[config.mk]
export PLATFORM = sky130hd
export DESIGN_NAME = irq_controller_flat
export DESIGN_NICKNAME = d
export VERILOG_FILES = /design/src/rtl/irq_controller_if.sv /design/src/rtl/irq_controller.sv /design/src/flat_wrapper.sv
export SDC_FILE = /design/constraint.sdc
export NUM_CORES = 1
export LEC_CHECK = 0
export ABC_AREA = 1
export CAP_MARGIN = 0
export CORE_MARGIN = 1
export CORE_UTILIZATION = 29
export DETAILED_ROUTE_END_ITERATION = 12
export SLEW_MARGIN = 40
export SYNTH_ARGS = -nofsm -noshare
export SYNTH_HDL_FRONTEND = slang
export SYNTH_SLANG_ARGS = --single-unit
[constraint.sdc]
create_clock -name clk -period 2 [get_ports clk]
set_input_delay 0.2 -clock clk [delete_from_list [all_inputs] [get_ports clk]]
set_output_delay 0.2 -clock clk [all_outputs]
set_load 0.01 [all_outputs]
[src/rtl/irq_controller_if.sv]
// Bus bundle between a CPU-side master and the interrupt controller.
// reg_we and irq_ack are single-cycle strobes sampled on posedge clk and accepted unconditionally (no back-pressure); outputs are valid every cycle.
interface irq_controller_if #(
  parameter int NUM_SRC = 4
);
  logic [NUM_SRC-1:0] src;
  logic               reg_we;
  logic [1:0]         reg_addr;
  logic [7:0]         reg_wdata;
  logic [7:0]         reg_rdata;
  logic               irq_ack;
  logic               irq;
  logic [2:0]         irq_id;

  modport master (
    output src, reg_we, reg_addr, reg_wdata, irq_ack,
    input  reg_rdata, irq, irq_id
  );

  modport slave (
    input  src, reg_we, reg_addr, reg_wdata, irq_ack,
    output reg_rdata, irq, irq_id
  );
endinterface

[src/rtl/irq_controller.sv]
// Fixed-priority interrupt controller: edge-detected sources, ENABLE/PENDING/VECTOR/CONFIG
// registers, and a pulse/level irq line serviced by a three-state FSM.
module irq_controller #(
  parameter int NUM_SRC   = 4,
  parameter int DEF_PULSE = 3
) (
  input  logic              clk,
  input  logic              rst_n,
  irq_controller_if.slave   bus,
  output logic [1:0]        o_dbg_state
);

  localparam logic [7:0] SRC_MASK = 8'((9'd1 << NUM_SRC) - 9'd1);

  localparam logic [1:0] ADDR_ENABLE  = 2'd0;
  localparam logic [1:0] ADDR_PENDING = 2'd1;
  localparam logic [1:0] ADDR_VECTOR  = 2'd2;
  localparam logic [1:0] ADDR_CONFIG  = 2'd3;

  typedef enum logic [1:0] {
    ST_IDLE     = 2'd0,
    ST_ASSERT   = 2'd1,
    ST_WAIT_ACK = 2'd2
  } state_t;

  state_t     r_state;
  logic [7:0] r_enable;
  logic [7:0] r_pending;
  logic [7:0] r_src_q;
  logic       r_armed;
  logic [3:0] r_pulse_len;
  logic [3:0] r_cnt;
  logic       r_irq;
  logic [2:0] r_irq_id;

  logic [7:0] w_src8;
  logic [7:0] w_edge;
  logic       w_wr_enable;
  logic       w_wr_pending;
  logic       w_wr_config;
  logic       w_busy;
  logic [7:0] w_ack_clr;
  logic [7:0] w_clr;
  logic [7:0] w_pend_nxt;
  logic [7:0] w_en_nxt;
  logic [7:0] w_active;
  logic       w_vld;
  logic [2:0] w_win_id;
  logic [7:0] w_vector;
  logic [7:0] w_rdata;
  logic       w_drop;

  assign w_src8 = 8'(bus.src) & SRC_MASK;

  // src_q resets to 0, so the first cycle after reset would see any held-high
  // source as a fresh edge; r_armed suppresses detection for that one cycle.
  assign w_edge = r_armed ? (w_src8 & ~r_src_q) : 8'd0;

  assign w_wr_enable  = bus.reg_we && (bus.reg_addr == ADDR_ENABLE);
  assign w_wr_pending = bus.reg_we && (bus.reg_addr == ADDR_PENDING);
  assign w_wr_config  = bus.reg_we && (bus.reg_addr == ADDR_CONFIG);

  assign w_busy    = (r_state == ST_ASSERT) || (r_state == ST_WAIT_ACK);
  assign w_ack_clr = (w_busy && bus.irq_ack) ? (8'd1 << r_irq_id) : 8'd0;
  assign w_clr     = (w_wr_pending ? bus.reg_wdata : 8'd0) | w_ack_clr;

  // A new edge wins over any clear of the same bit in the same cycle.
  assign w_pend_nxt = ((r_pending & ~w_clr) | w_edge) & SRC_MASK;
  assign w_en_nxt   = w_wr_enable ? (bus.reg_wdata & SRC_MASK) : r_enable;

  assign w_active = r_pending & r_enable;

  always_comb begin
    w_vld    = 1'b0;
    w_win_id = 3'd0;
    for (int i = 7; i >= 0; i--) begin
      if (w_active[i]) begin
        w_vld    = 1'b1;
        w_win_id = 3'(i);
      end
    end
  end

  assign w_vector = {w_vld, 4'b0000, w_win_id};

  always_comb begin
    w_rdata = 8'd0;
    case (bus.reg_addr)
      ADDR_ENABLE:  w_rdata = r_enable;
      ADDR_PENDING: w_rdata = r_pending;
      ADDR_VECTOR:  w_rdata = w_vector;
      ADDR_CONFIG:  w_rdata = {4'b0000, r_pulse_len};
      default:      w_rdata = 8'd0;
    endcase
  end

  always_ff @(posedge clk) begin
    if (!rst_n) begin
      r_enable    <= 8'd0;
      r_pending   <= 8'd0;
      r_src_q     <= 8'd0;
      r_armed     <= 1'b0;
      r_pulse_len <= 4'(DEF_PULSE);
    end else begin
      r_src_q   <= w_src8;
      r_armed   <= 1'b1;
      r_pending <= w_pend_nxt;
      r_enable  <= w_en_nxt;
      if (w_wr_config) begin
        r_pulse_len <= bus.reg_wdata[3:0];
      end
    end
  end

  // Service ends on ack, or when software removes the serviced source's
  // pending or enable bit; a simultaneous new edge keeps the bit set.
  assign w_drop = bus.irq_ack || !w_pend_nxt[r_irq_id] || !w_en_nxt[r_irq_id];

  always_ff @(posedge clk) begin
    if (!rst_n) begin
      r_state  <= ST_IDLE;
      r_cnt    <= 4'd0;
      r_irq    <= 1'b0;
      r_irq_id <= 3'd0;
    end else begin
      case (r_state)
        ST_IDLE: begin
          if (w_vld) begin
            r_state  <= ST_ASSERT;
            r_irq    <= 1'b1;
            r_irq_id <= w_win_id;
            r_cnt    <= r_pulse_len;
          end
        end
        ST_ASSERT, ST_WAIT_ACK: begin
          if (w_drop) begin
            r_state <= ST_IDLE;
            r_irq   <= 1'b0;
            r_cnt   <= 4'd0;
          end else if ((r_state == ST_ASSERT) && (r_cnt != 4'd0)) begin
            // A zero count means level mode: hold until ack.
            if (r_cnt == 4'd1) begin
              r_state <= ST_WAIT_ACK;
              r_irq   <= 1'b0;
              r_cnt   <= 4'd0;
            end else begin
              r_cnt <= r_cnt - 4'd1;
            end
          end
        end
        default: begin
          r_state <= ST_IDLE;
          r_irq   <= 1'b0;
          r_cnt   <= 4'd0;
        end
      endcase
    end
  end

  assign bus.irq       = r_irq;
  assign bus.irq_id    = r_irq_id;
  assign bus.reg_rdata = w_rdata;
  assign o_dbg_state   = r_state;

endmodule

[src/flat_wrapper.sv]
// flat-port wrapper written by rule: the top's interface ports become plain ports
module irq_controller_flat 
#(
  parameter int NUM_SRC   = 4,
  parameter int DEF_PULSE = 3
)
  (clk, rst_n, o_dbg_state, bus_src, bus_reg_we, bus_reg_addr, bus_reg_wdata, bus_irq_ack, bus_reg_rdata, bus_irq, bus_irq_id);
  irq_controller_if #(.NUM_SRC(NUM_SRC)) bus_i ();
  input  logic clk;
  input  logic rst_n;
  output logic [1:0] o_dbg_state;
  input wire logic [$bits(bus_i.src)-1:0] bus_src;
  input wire logic [$bits(bus_i.reg_we)-1:0] bus_reg_we;
  input wire logic [$bits(bus_i.reg_addr)-1:0] bus_reg_addr;
  input wire logic [$bits(bus_i.reg_wdata)-1:0] bus_reg_wdata;
  input wire logic [$bits(bus_i.irq_ack)-1:0] bus_irq_ack;
  output wire logic [$bits(bus_i.reg_rdata)-1:0] bus_reg_rdata;
  output wire logic [$bits(bus_i.irq)-1:0] bus_irq;
  output wire logic [$bits(bus_i.irq_id)-1:0] bus_irq_id;
  assign bus_i.src = bus_src;
  assign bus_i.reg_we = bus_reg_we;
  assign bus_i.reg_addr = bus_reg_addr;
  assign bus_i.reg_wdata = bus_reg_wdata;
  assign bus_i.irq_ack = bus_irq_ack;
  assign bus_reg_rdata = bus_i.reg_rdata;
  assign bus_irq = bus_i.irq;
  assign bus_irq_id = bus_i.irq_id;
  irq_controller #(.NUM_SRC(NUM_SRC), .DEF_PULSE(DEF_PULSE)) u_core (.clk(clk), .rst_n(rst_n), .bus(bus_i), .o_dbg_state(o_dbg_state));
endmodule
======== Word-level counts from Yosys, hierarchy flattened ========
Index checks and enable logic that the tools add are counted.
word-level totals
  output and inout port bits .............. 14
  bits of input ports ..................... 18
  logic and storage cells ................. 86
  register bits after elaboration ......... 31
operators by class
  order comparisons ....................... 1
  equal/unequal tests ..................... 9
  reduce and logical (&&, ||, !) cells .... 17
  shift-type cells ........................ 1
  bitwise gates (word level) .............. 7
  add/subtract/negate cells ............... 1
  multiplexer cells ....................... 41
operator list
  operator               count
  $pmux W8 S4            1
  $mux W4                7
  $mux W3                8
  $mux W1                15
  $and A4 B4 Y4          2
  $and A4 B8 Y8          1
  $mux W2                4
  $mux W8                1
  $not A4 Y4             2
  $or A4 B4 Y4           2
  $pmux W4 S2            1
  $bmux W1 S3            2
  $eq A2 B2 Y1 const B   3
  $ne A3 B1 Y1 const B   2
  $logic_and A1 B1 Y1    5
  $eq A2 B1 Y1 const B   2
  $eq A4 B1 Y1 const B   1
  $logic_not A2 Y1       2
  $lt A3 B4 Y1 const B   1
  $pmux W2 S2            1
  $reduce_and A2 Y1      2
  $reduce_bool A4 Y1     1
  $shl A1 B3 Y4 const A  1
  $sub A4 B1 Y4 const B  1
  6 further kinds        9

======== Depth between registers and ports, before layout ========
Gate-level depths: netlist (run 1).
  depth in word-level cells ............... 15
  depth in mapped cells ................... 16
  mapped depth without buffers ............ 16

======== Worst setup path after synthesis (run 1) ========
No wires, ideal clock.
  path kind ............................... reg2reg
  start point ............................. register u_core.r_state[0] (netlist: u_core.o_dbg_state[0])
  end point ............................... register u_core.r_state[1] (netlist: u_core.o_dbg_state[1])
  period minus slack after synthesis ...... 1.862 ns
  setup slack ............................. 0.138 ns
  library setup time ...................... 0.070 ns
  path buffers ............................ 0
  data arrival time ....................... 1.792 ns
  data required time ...................... 1.930 ns
  stages on the path, launching flop included .. 16
  path through ............................ dfxtp_1 inv_1 ha_1 nand2_1 inv_1 nand2_1 nand3_1 nand2_1 nand2_1 nand2_1 nand2_2 nor2_4 o21ai_2 nand2_2 nand2_1 a21oi_1
between the ends
  cells in the longest elaborated chain, start to end .. 15
  elaborated cells between the ends (all ways) .. 23
  classes of those cells .................. eq/ne (5); mux (5); bitwise (4); reduce/logical (9)
RTL lines
  what                                                                      line                                                                RTL
  from (decl)                                                               irq_controller.sv:26                                                state_t r_state;
  from (signal assigned)                                                    irq_controller.sv:121                                               r_state <= ST_IDLE;
  from (signal assigned)                                                    irq_controller.sv:129                                               r_state <= ST_ASSERT;
  from (signal assigned)                                                    irq_controller.sv:137                                               r_state <= ST_IDLE;
  $eq A2 B1 Y1 / $eq A2 B2 Y1 (equally long branches)                       irq_controller.sv:63, irq_controller.sv:126, irq_controller.sv:140
  $logic_or A1 B1 Y1                                                        irq_controller.sv:63                                                assign w_busy = (r_state == ST_ASSERT) || (r_state == ST_WAIT_ACK);
  $logic_and A1 B1 Y1                                                       irq_controller.sv:64                                                assign w_ack_clr = (w_busy && bus.irq_ack) ? (8'd1 << r_irq_id) : 8'd0;
  $mux W4                                                                   irq_controller.sv:64
  $or A4 B4 Y4                                                              irq_controller.sv:65                                                assign w_clr = (w_wr_pending ? bus.reg_wdata : 8'd0) | w_ack_clr;
  $not A4 Y4                                                                irq_controller.sv:68                                                assign w_pend_nxt = ((r_pending & ~w_clr) | w_edge) & SRC_MASK;
  $and A4 B4 Y4                                                             irq_controller.sv:68
  $or A4 B4 Y4                                                              irq_controller.sv:68
  $bmux W1 S3                                                               irq_controller.sv:117                                               assign w_drop = bus.irq_ack || !w_pend_nxt[r_irq_id] || !w_en_nxt[r_irq_id];
  $mux W1 (not written as such)                                             irq_controller.sv:117
  $logic_not A1 Y1                                                          irq_controller.sv:117
  $logic_or A1 B1 Y1 (2 in a row)                                           irq_controller.sv:117
  $ne A3 B1 Y1 (no source line) / $mux W2 (equally long branches)           n/a
  $reduce_and A3 Y1 (no source line) / $pmux W2 S2 (equally long branches)  n/a
Parallel ways exist; a longest one is shown, timed or not. The select of a mux whose other input is x is not followed.
A chain may end at the register's enable or synchronous reset.

======== Worst setup path after layout (run 1) ========
  start point ............................. register u_core.r_pending[2]
  end point ............................... output bus_reg_rdata[0]
between the ends
  cells in the longest elaborated chain, start to end .. 5
RTL lines
  what                    line                   RTL
  from (decl)             irq_controller.sv:28   logic [7:0] r_pending;
  from (signal assigned)  irq_controller.sv:107  r_pending <= w_pend_nxt;
  $and A4 B8 Y8           irq_controller.sv:71   assign w_active = r_pending & r_enable;
  $mux W3 (3 in a row)    irq_controller.sv:77   if (w_active[i]) begin
  $pmux W8 S4             irq_controller.sv:88   case (bus.reg_addr)
  to (decl)               flat_wrapper.sv:17     output wire logic [$bits(bus_i.reg_rdata)-1:0] bus_reg_rdata;
Every way passes these cells.

==> flow_summary.json, run 1 <==
{
  "status": "completed",
  "holdPathStages": 3,
  "setup_viol": 0,
  "holdPathEnd": "u_core.r_src_q[2]",
  "core_area_um2": 5140,
  "synth_area_um2": 1560,
  "drt-pass1-iter-count": 4,
  "clockBufferDepth": 2,
  "core.rowCount": 26,
  "final_layout_size_suffix_gt1_share_pct": 22.1,
  "slew_violations": 0,
  "n_antenna_cell": 0,
  "initial_core_util_pct": 30.4,
  "num_vias": 1475,
  "cts_root_buf": "clkbuf_8",
  "grt_use_met1_pct": 18.6,
  "p_leak_nw": 0.916,
  "die-area_um2": 5690,
  "fin_crit_sh_pct": 94.0,
  "ys_seq_area_share_pct": 32.0,
  "ys_types": 27,
  "grt.total_usage_pct": 14.0,
  "place_congestion": 0.823,
  "grt_pass1_wl_um": 6000,
  "whs_ps": 462,
  "fp.dieW_um": 75.4,
  "slew_headroom_pct": 64.6,
  "timing.rr.start": "u_core.o_dbg_state[0]",
  "drt-total-wl_um": 3570,
  "path_clk_slew_ps": 100,
  "fill_cells": 578,
  "top_usage_layer": "met2",
  "min_from": "bus_src[2]",
  "final_common_cell": "nand2_1",
  "vdd_drop_max_v": 0.000240,
  "globalRouteOverflowTotal": 0,
  "met3_usage_pct": 1.98,
  "r2r_setup_slack_ps": 160,
  "die_h_um": 75.4,
  "hpwl_um": 2890,
  "cts_max_level": 1,
  "yosysWarnings": 0,
  "cap_violations": 0,
  "rsz0062_at_grt": "no",
  "skew_ps": 8.36,
  "wl_per_cell_um": 10.7,
  "stdcell_count": 333,
  "synth-seq-cells": 25,
  "clock_latency_ps": 280,
  "fin_nets": 289,
  "period_needed_ps": 1880,
  "portBuffers": 23,
  "hold_viol": 0,
  "synth_top_area_cell": "dfxtp_1",
  "worstHoldPathType": "in2reg",
  "syn_inst": 227,
  "max_freq_mhz": 532,
  "antenna_found_initial": 0,
  "grt_pass1_vias": 1367,
  "crit_fanout": 3,
  "cp.arrival_ps": 1680,
  "first_iter_violations": 50,
  "synth_top_cell_area_share_pct": 32.0,
  "ant_nets": 0,
  "worstMarginPinSlew_ps": 530,
  "p_per_area_nw_per_um2": 611,
  "required_ps": 1800,
  "met2_usage_pct": 23.9,
  "r2r-end": "u_core.r_cnt[3]",
  "mostFrequentLayoutCells": "nand2_1 (66), inv_1 (24), dfxtp_1 (20)",
  "clock-sinks": 25,
  "synth.avg_cell_area_um2": 6.89,
  "synthTopCellsByArea": "dfxtp_1 (32%), nand2_1 (16%), inv_1 (6.5%)",
  "io_pins": 32,
  "numCtsBuffers": 3,
  "cts_tree": "built",
  "drcViolationCount": 0,
  "dp_cells": 329,
  "rr_worst_depth": 16,
  "viasPerCell": 4.43,
  "post_cts_buffers": 0,
  "syn_to_final_growth_pct": 31.0,
  "grt_max_degree": 16,
  "critical_path.endpoint_type": "output pin",
  "start_kind": "register",
  "crit_type": "reg2out"
}
layer usage:
metal  wire, um  vias to the layer above  part of all wire, %
met5          0                        -                    0
met4         30                        0                 0.84
met3         77                        4                  2.2
met2       1690                       24                   47
met1       1770                      660                   50
li1           -                      787                    -
per-stage QoR:
stage / setup TNS [ps] / worst slack [ps] / cell area (um^2) / total power [W] / utilization, %
after CTS: 0 / 1.08 / 2010 / 0.00125 / 39.1
final: 0 / 120 / 2050 / 0.00125 / 39.9
after detailed placement: -498 / -87.2 / 1950 / 0.000933 / 38.0
after floorplan: 0 / 138 / 1580 / 0.000796 / -
after global placement: -397 / -64.7 / 1950 / 0.000927 / 38.0
after global routing: 0 / 8.48 / 2050 / 0.00133 / 39.9
flip-flops by register name (all words and copies together) (netlist names):
name                cells
u_core.r_cnt            4
u_core.r_enable         4
u_core.r_pending        4
u_core.r_pulse_len      4
u_core.r_src_q          4
u_core.bus.irq_id       2
u_core.o_dbg_state      2
u_core.r_armed          1
what timing repair did:
action,in CTS,in global routing
pin swaps,0,5
cloned,0,0
resized for setup,8,13
endpoints found under the setup margin,5,9
hold buffers,0,0
logic make-up after synthesis:
group	after synthesis	share of synthesized area, %
AOI/OAI and AO/OA	30	11.8
other	1	0.240
DFF	25	32.0
xor gates and xnor gates	2	1.12
adders and majority gates	7	5.60
and+or+nand+nor	124	38.1
buffers and inverters	38	11.2
layout make-up:
cell class	count	area [um^2]	area share, %
inverters	29	109	5.31
well taps	70	87.6	4.27
clock buffers	3	41.3	2.01
clock inverters	1	7.51	0.366
repair buffers	38	358	17.5
flip-flops and latches	25	507	24.7
multi-input cells	167	940	45.8
Yosys cell counts (all sizes together):
master,instances
a21boi,2
a21oi,16
nand3,21
nand2,73
nor2,22
dfxtp,25
clkbuf,2
o21ai,8
nand4,5
xor2,2
inv,29
nor3,2
buf,7
conb,1
nand3b,1
o211ai,4
ha,7
worst max-delay path: stages, from the launching register on:
cell and delay (ps):
dfxtp_2 350, nand2_1 90, nand3_1 90, a21boi_2 150
nand3_1 80, nand4_1 90, clkdlybuf4s50_1 550
where the power goes:
group	total, W	switching [W]	internal, W
combinational	0.000380	0.000204	0.000176
clock	0.000315	0.000174	0.000142
sequential	0.000557	0.0000256	0.000531
worst max-delay path by stage:
stage,slack [ps],endpoint,cells past startpoint,startpoint
2_1_floorplan,140,u_core.o_dbg_state[1],15,u_core.o_dbg_state[0]
3_3_place_gp,-60,u_core.o_dbg_state[1],12,bus_reg_addr[0]
3_5_place_dp,-90,u_core.r_cnt[3],14,bus_reg_addr[0]
4_1_cts,1,bus_reg_rdata[1],7,u_core.r_pending[2]
5_1_grt,8,bus_reg_rdata[0],6,u_core.r_pending[2]
6_report,120,bus_reg_rdata[0],6,u_core.r_pending[2]
No activity file was read; power rests on OpenSTA's default activity.
==> run 2, diff against run 1 <==
--- a/config.mk
+++ b/config.mk
@@ -10,6 +10,7 @@
 export CORE_MARGIN = 1
 export CORE_UTILIZATION = 29
 export DETAILED_ROUTE_END_ITERATION = 12
+export HOLD_SLACK_MARGIN = 0.08
 export SLEW_MARGIN = 40
 export SYNTH_ARGS = -nofsm -noshare
 export SYNTH_HDL_FRONTEND = slang
==> constraint.sdc (replaced) <==
create_clock -name clk -period 2 [get_ports clk]
set_input_delay 0.6 -clock clk [delete_from_list [all_inputs] [get_ports clk]]
set_output_delay 0.6 -clock clk [all_outputs]
set_load 0.01 [all_outputs]
==> run 2 against run 1 <==
Compared with the run above: clock power about the same; critical endpoint unchanged; worst setup slack worse by 33 ps; first-iteration DRC count is the same; fmax down 1.7%.
==> flow_summary.json, run 2 (same netlist as run 1, synthesis figures left out) <==
{
  "critical_path.endpoint_type": "output pin",
  "holdPathStages": 2,
  "max_freq_mhz": 523,
  "clock-sinks": 25,
  "period_needed_ps": 1910,
  "drt-pass1-iter-count": 4,
  "p_per_area_nw_per_um2": 568,
  "drt-total-wl_um": 4250,
  "slowest_delay_ps": 350,
  "fin_crit_sh_pct": 95.7,
  "min_from": "u_core.r_pulse_len[3]",
  "portBuffers": 23,
  "p_leak_nw": 1.06,
  "die_h_um": 75.4,
  "ant_nets": 0,
  "crit_fanout": 3,
  "timing.rr.start": "u_core.o_dbg_state[1]",
  "antenna_found_initial": 0,
  "rr_worst_depth": 15,
  "core_area_um2": 5140,
  "crit_type": "reg2out",
  "cp_cell_sequence": "buf_4, nand3_1, a21boi_2, nand3_1, nand4_1, buf_2",
  "num_vias": 1629,
  "viasPerCell": 4.53,
  "numCtsBuffers": 3,
  "r2r-end": "u_core.o_dbg_state[1]",
  "globalRouteOverflowTotal": 0,
  "clock_latency_ps": 280,
  "hpwl_um": 3020,
  "grt.total_usage_pct": 15.8,
  "startpoint": "u_core.r_enable[3]",
  "syn_to_final_growth_pct": 47.3,
  "slew_violations": 0,
  "clockBufferDepth": 2,
  "cts_tree": "built",
  "dpl-instance-area_um2": 2050,
  "power_w": 0.00131,
  "cap_violations": 0,
  "setup_viol": 0,
  "grt_pass1_wl_um": 6760,
  "postLayoutCellArea_um2": 2300,
  "final_common_cell": "nand2_1",
  "cp.arrival_ps": 1310,
  "r2r_setup_slack_ps": 130,
  "status": "completed",
  "fp.dieW_um": 75.4,
  "skew_ps": 5.12,
  "slowest_stage": "dfxtp_2",
  "drcViolationCount": 0,
  "initial_core_util_pct": 30.4,
  "stdcell_count": 360,
  "worstHoldPathType": "reg2reg",
  "holdPathEnd": "u_core.r_pulse_len[3]",
  "first_iter_violations": 50,
  "core.rowCount": 26,
  "place_congestion": 0.940,
  "cts_root_buf": "clkbuf_8",
  "path_clk_slew_ps": 90,
  "dp_cells": 344,
  "die-area_um2": 5690,
  "n_antenna_cell": 0,
  "start_kind": "register",
  "vdd_drop_max_v": 0.000283,
  "fin_nets": 316,
  "mostFrequentLayoutCells": "nand2_1 (60), buf_4 (40), inv_1 (22)",
  "hold_viol": 0,
  "cts_max_level": 1,
  "required_ps": 1400,
  "io_pins": 32,
  "wl_per_cell_um": 11.8,
  "grt_max_degree": 16,
  "final_layout_size_suffix_gt1_share_pct": 36.2,
  "post-route-util_pct": 44.8,
  "whs_ps": 481,
  "rsz0062_at_grt": "yes",
  "cp_common_cell": "nand3_1",
  "grt_pass1_vias": 1479
}
[run 2: cell count changes in the layout (fill, tap and decap cells not counted), sizes merged]
cell,before,now
buf,15,48
clkdlybuf4s50,19,11
clkbuf,3,4
clkinv,0,1
clkinvlp,1,0
dlymetal6s2s,2,3
[run 2: cell type report]
class / count / area (um^2)
repair buffers: 65 / 536
well taps: 70 / 87.6
clock buffers: 3 / 41.3
multi-input cells: 167 / 1020
clock inverters: 1 / 5.00
inverters: 29 / 109
fillers: 548 / 2840
flip-flops and latches: 25 / 505
[run 2: worst max-delay path: cells and delay by family, from the launching register on]
kind            cells  cell delay (ps)
compound gates      1              160
buf+inv             2              260
flops               1              350
simple gates        3              260
[run 2: stage by stage]
| step | setup TNS, ps | setup slack [ps] |
|---|---|---|
| final | 0 | 87.0 |
| after floorplan | 0 | 138 |
| after global placement | -6590 | -772 |
| after global routing | -60.5 | -27.4 |
| after CTS | 0 | 2.48 |
| after detailed placement | -6830 | -790 |
[run 2: power by group]
part	internal (W)	switching [W]
logic	0.000204	0.000234
clock network	0.000140	0.000177
registers	0.000531	0.0000217
total	0.000875	0.000433
[run 2: worst max-delay path by stage]
stage / end / depth (start not counted) / slack (ps)
finish: bus_reg_rdata[0] / 6 / 90
global route: u_core.o_dbg_state[1] / 15 / -30
CTS: bus_reg_rdata[1] / 7 / 2
detailed placement: bus_reg_rdata[2] / 6 / -790
global placement: bus_reg_rdata[2] / 6 / -770
floorplan: u_core.o_dbg_state[1] / 15 / 140
[run 2: repair_timing]
| item | 4_1_cts | 5_1_grt |
|---|---|---|
| endpoints found under the setup margin | 11 | 11 |
| pin swaps | 10 | 18 |
| resized for setup | 40 | 37 |
| hold buffers | 0 | 0 |
| endpoints found under the hold margin | 0 | 0 |
| buffers inserted | 10 | 3 |
[run 2: per-layer routing]
metal	vias to the layer above	GRT usage, %	share of wire [%]
li1	842	-	-
met1	742	19.7	45
met2	36	27.0	49
met3	9	2.38	3.2
met4	0	6.79	2.3
met5	-	0	0
==> run 3, diff against run 2 <==
--- a/config.mk
+++ b/config.mk
@@ -6,7 +6,7 @@
 export NUM_CORES = 1
 export LEC_CHECK = 0
 export ABC_AREA = 1
-export CAP_MARGIN = 0
+export CAP_MARGIN = 40
 export CORE_MARGIN = 1
 export CORE_UTILIZATION = 29
 export DETAILED_ROUTE_END_ITERATION = 12
==> results of run 3 <==
The final DEF is identical to that of run 2; final timing and power are the same.
